`src/rtl/timer_pkg.sv`:
```
// Shared defaults and the digit clamp helper for the cascaded countdown timer.
package timer_pkg;

    localparam int DEF_NUM_DIGITS = 4;
    localparam int DEF_DIGIT_W    = 4;
    localparam int DEF_RADIX      = 10;

    // Digits outside the radix saturate to the largest legal digit.
    function automatic logic [31:0] clamp_digit(
        input logic [31:0] d,
        input int          radix
    );
        logic [31:0] r;
        r = 32'(radix);
        return (d >= r) ? (r - 32'd1) : d;
    endfunction

endpackage

```
`src/rtl/timer_digit.sv`:
```
// One countdown digit: count and reload registers, clamp on load, borrow chain.
module timer_digit
    import timer_pkg::*;
#(
    parameter int DIGIT_W = DEF_DIGIT_W,
    parameter int RADIX   = DEF_RADIX
) (
    input  logic               clk,
    input  logic               rst,
    input  logic               load,
    input  logic [DIGIT_W-1:0] load_digit,
    input  logic               reload,
    input  logic               dec,
    input  logic               borrow_in,
    output logic               borrow_out,
    output logic [DIGIT_W-1:0] digit,
    output logic               is_zero,
    output logic               next_zero
);

    localparam logic [DIGIT_W-1:0] MAXD = DIGIT_W'(RADIX - 1);

    logic [DIGIT_W-1:0] count_q, count_d;
    logic [DIGIT_W-1:0] rel_q, rel_d;
    logic [DIGIT_W-1:0] clamped;

    assign clamped = DIGIT_W'(clamp_digit(32'(load_digit), RADIX));

    always_comb begin
        count_d = count_q;
        rel_d   = rel_q;
        if (load) begin
            count_d = clamped;
            rel_d   = clamped;
        end else if (reload) begin
            count_d = rel_q;
        end else if (dec && borrow_in) begin
            count_d = (count_q == '0) ? MAXD : count_q - 1'b1;
        end
    end

    always_ff @(posedge clk) begin
        if (rst) begin
            count_q <= MAXD;
            rel_q   <= MAXD;
        end else begin
            count_q <= count_d;
            rel_q   <= rel_d;
        end
    end

    assign digit      = count_q;
    assign is_zero    = (count_q == '0);
    assign next_zero  = (count_d == '0);
    assign borrow_out = borrow_in & is_zero;

endmodule

```
`src/rtl/multi_digit_timer.sv`:
```
// Cascaded radix-N countdown timer with load, pause and optional auto-reload.
module multi_digit_timer
    import timer_pkg::*;
#(
    parameter int NUM_DIGITS = DEF_NUM_DIGITS,
    parameter int DIGIT_W    = DEF_DIGIT_W,
    parameter int RADIX      = DEF_RADIX
) (
    input  logic                          clk,
    input  logic                          rst,
    input  logic                          load,
    input  logic [NUM_DIGITS*DIGIT_W-1:0] load_value,
    input  logic                          tick,
    input  logic                          pause,
    input  logic                          auto_reload,
    output logic [NUM_DIGITS*DIGIT_W-1:0] count,
    output logic                          zero,
    output logic                          expired,
    output logic                          reloaded
);

    logic [NUM_DIGITS-1:0] dig_zero;
    logic [NUM_DIGITS-1:0] nxt_zero;
    logic                  at_zero;
    logic                  tick_en;
    logic                  dec_en;
    logic                  reload_en;
    logic                  expired_q, expired_d;
    logic                  reloaded_q, reloaded_d;

    for (genvar i = 0; i < NUM_DIGITS; i++) begin : g_digit
        logic bin;
        logic bout;
        if (i == 0) begin : g_first
            assign bin = 1'b1;
        end else begin : g_rest
            assign bin = g_digit[i-1].bout;
        end
        timer_digit #(
            .DIGIT_W (DIGIT_W),
            .RADIX   (RADIX)
        ) u_digit (
            .clk        (clk),
            .rst        (rst),
            .load       (load),
            .load_digit (load_value[i*DIGIT_W +: DIGIT_W]),
            .reload     (reload_en),
            .dec        (dec_en),
            .borrow_in  (bin),
            .borrow_out (bout),
            .digit      (count[i*DIGIT_W +: DIGIT_W]),
            .is_zero    (dig_zero[i]),
            .next_zero  (nxt_zero[i])
        );
    end

    // A borrow out of the top digit means the whole count is already zero.
    assign at_zero   = g_digit[NUM_DIGITS-1].bout;
    assign tick_en   = tick & ~pause & ~load;
    assign dec_en    = tick_en & ~at_zero;
    assign reload_en = tick_en & at_zero & auto_reload;

    always_comb begin
        expired_d  = dec_en & (&nxt_zero);
        reloaded_d = reload_en;
    end

    always_ff @(posedge clk) begin
        if (rst) begin
            expired_q  <= 1'b0;
            reloaded_q <= 1'b0;
        end else begin
            expired_q  <= expired_d;
            reloaded_q <= reloaded_d;
        end
    end

    assign zero     = &dig_zero;
    assign expired  = expired_q;
    assign reloaded = reloaded_q;

endmodule

```
`config.mk`:
```
export PLATFORM = sky130hd
export DESIGN_NAME = multi_digit_timer
export DESIGN_NICKNAME = d
export VERILOG_FILES = /design/src/rtl/timer_pkg.sv /design/src/rtl/timer_digit.sv /design/src/rtl/multi_digit_timer.sv
export SDC_FILE = /design/constraint.sdc
export NUM_CORES = 1
export LEC_CHECK = 0
export ABC_CLOCK_PERIOD_IN_PS = 4600
export CORE_ASPECT_RATIO = 1.5
export CORE_UTILIZATION = 48
export DETAILED_ROUTE_END_ITERATION = 12
export PLACE_DENSITY_LB_ADDON = 0.15
export SYNTH_ARGS = -nofsm -noshare
export SYNTH_HDL_FRONTEND = slang
export SYNTH_SLANG_ARGS = --single-unit
export TNS_END_PERCENT = 1
```
`constraint.sdc`:
```
create_clock -name clk -period 4.6 [get_ports clk]
set_input_delay 0.46 -clock clk [delete_from_list [all_inputs] [get_ports clk]]
set_output_delay 0.46 -clock clk [all_outputs]
set_load 0.01 [all_outputs]
```
==> results.toml <==
[status]
outcome = "completed"

[sta]
finalSetupViolCount = 0
timing.setup.tns_ns = 0
post-route-period-util_pct = 68.2
hold_viol_final = 0
final.setup_skew_ns = 0.00482
fin_crit_ns = 3.14
rsz0062_at_grt = "false"
slew_violations = 0
slew-limit-headroom_pct = 51.6
worstMarginPinSlew_ns = 0.720
holdWs_ns = 0.460
fmax_ghz = 0.319

[power]
p_switching_uw = 164
comb_power_share_pct = 15.2
p_total_uw = 645
p_int_uw = 481
power_frac_seq_pct = 50.1
swShare_pct = 25.4
worst_ir_drop_vdd_mv = 0.235
power.share.clock_pct = 34.7
cellPowerDensity_mw_per_mm2 = 290
power_leakage_nw = 0.856

[cts]
cts_setup_buffers = 0
cts_hold_buf = 0
numClockSinks = 34
cts.htree.levels = 2
clk_path_buf_depth = 2
cts_tree = "yes"
root_buffer = "clkbuf_8"
clk_pin_slew_ns = 0.07
cts-resized-gates = 0
cts_made_buffers = 5
insertion_delay_ns = 0.29

[floorplanning]
fp.dieH_um = 75.9
num_rows = 26
initial_core_util_pct = 50.6
die_w_um = 51.2
ios = 41
core_area_sq_mm = 0.00345
die_area_sq_mm = 0.00389

[logic_synthesis]
synth_nets = 233
ys_warn_count = 0
ys_types = 50
syn_inst = 211
ys.flop_type = "dfxtp_1"
yosysTopAreaCellShare_pct = 39.0
synth.avg_cell_area_sq_um = 8.27
synth_area_leaders = "dfxtp_1 39%, nand2_1 5.6%, nor2_1 5.6%"
synth.cell_area_sq_mm = 0.00175
ys_seq_area_share_pct = 39.0
synth-seq-cells = 34
async_reset_ff_share_pct = 0
yosys.area.top_type = "dfxtp_1"
synth_edf_count = 0

[layout]
drive_gt1_share_pct = 11.1
diodes = 0
fillers = 312
syn_to_final_growth_pct = 27.5
fin_nets = 273
regArea_sq_um = 681
fin_util_pct = 64.6
multi_input_area_sq_um = 956
layout.cells.non_filler = 294

[drt]
drt_iter0_drc = 42
wirelength_um = 4400
via_per_inst = 5.80
dr.pass1.iters = 4
dr_total_vias = 1705
ant_nets = 0
routedWlPerCell_um = 15.0
drc = 0

[worst_setup_path]
crit_type = "in -> reg"
reg2reg_slack_ns = 1.98
endpoint_kind = "flip-flop"
required_ns = 4.80
cp-start-kind = "input pin"
crit_arrival_ns = 3.34
slowest_delay_ns = 0.72
reg2regPathDepth = 6
cp_cell_sequence = "clkdlybuf4s50_1 -> or4b_4 -> nor3_4 -> nand2_2 -> o311ai_1 -> nand4_1 -> nor4_2"
worstReg2RegStart = "g_digit[3].u_digit.digit[1]$_SDFF_PP0_"
crit_slowest_cell = "clkdlybuf4s50_1"
cp_max_fo = 16
reg2reg_to = "expired$_SDFF_PP0_"

[worst_hold_path]
min-delay-path-class = "reg -> reg"
min_from = "g_digit[0].u_digit.rel_q[0]$_SDFFE_PP1P_"
hold_end = "g_digit[0].u_digit.rel_q[0]$_SDFFE_PP1P_"
min_path_cells = 1

[job]
max-cap-violations = 0

[placement]
io_buffers = 40
gp_congestion = 0.824
dp.cells = 286
dpl.hpwl_um = 3280

[global_route]
grt_pass1_vias = 1517
grt_usage_pct = 24.9
overflow = 0
antenna_found_initial = 0
grt_max_degree = 28
grt_pass1_wl_um = 7020
area by class of cell:
class,count,share of cell area (%)
multi-input combinational,160,42.9
tap,42,2.36
clock inverter,1,0.225
timing repair buffer,42,18.7
sequential,34,30.6
clock buffer,7,3.88
inverter,8,1.35
power by group through the flow:
stage | Sequential (mW) | Combinational (mW) | Clock, mW
6_report | 0.323 | 0.0978 | 0.224
5_1_grt | 0.325 | 0.107 | 0.240
4_1_cts | 0.323 | 0.0979 | 0.228
3_5_place_dp | 0.330 | 0.0973 | 0
3_3_place_gp | 0.329 | 0.0967 | 0
2_1_floorplan | 0.330 | 0.0506 | 0
worst max-delay path by stage:
stage	start	endpoint	slack, ns
2_1_floorplan	load	expired$_SDFF_PP0_	2.30
3_3_place_gp	load	expired$_SDFF_PP0_	1.37
3_5_place_dp	load	expired$_SDFF_PP0_	1.25
4_1_cts	load	expired$_SDFF_PP0_	1.52
5_1_grt	load	expired$_SDFF_PP0_	1.27
6_report	load	expired$_SDFF_PP0_	1.46
cell families (layout without fill, tap and decap cells):
logic type / after synthesis / count (layout) / share of synthesized area, %
simple gates: 97 / 97 / 30.1
compound gates: 58 / 58 / 21.6
flops: 34 / 34 / 39.0
buf+inv: 17 / 58 / 6.24
mux: 3 / 3 / 2.01
xor+xnor: 2 / 2 / 1.00
metrics by stage:
stage | instance area [sq um] | worst slack, ns
2_1_floorplan | 1750 | 2.30
3_3_place_gp | 2130 | 1.37
3_5_place_dp | 2130 | 1.25
4_1_cts | 2230 | 1.52
5_1_grt | 2230 | 1.27
6_report | 2230 | 1.46
synthesized netlist by cell type (2+ instances only):
cell	number
clkbuf_8	3
nand2_1	26
nand4_1	5
o221a_2	2
mux2i_1	2
inv_1	7
buf_6	2
nor2_1	26
a31oi_1	4
dfxtp_1	34
nor3_1	3
o31a_2	2
clkbuf_1	4
a21oi_1	16
o211ai_1	2
or2_2	2
o21bai_1	4
nand3b_1	4
or3_1	2
nor4_1	3
nand2b_1	5
o21ai_0	16
nand3_1	6
nor4_2	3
nor3b_1	3
critical path, delay by kind of cell:
kind,cells,cell delay (ns)
AO/OA/AOI/OAI,1,0.44
buffers and inverters,1,0.72
AND/OR/NAND/NOR,5,1.72
per-layer routing:
metal  wire length (um)  vias to the layer above  GRT usage, %
met5                  0                        -             0
li1                   -                      849             -
met2               2100                       54          40.5
met3                176                       10          3.79
met1               1980                      792          31.0
met4                143                        0          15.0
sequential cells by signal, summed over array words and instances (netlist names):
name                   cells
reloaded                   1
g_digit.u_digit.rel_q     16
g_digit.u_digit.digit     16
expired                    1
layout by cell type, fill, tap and decap left out, drive strengths merged, types with 6 or more instances in the layout:
cell,n
clkdlybuf4s50,40
dfxtp,34
nand2,27
nor2,26
a21oi,17
o21ai,16
inv,7
nand3,7
clkbuf,7
nor4,6
Note: power is estimated with default switching activity, not from simulation.
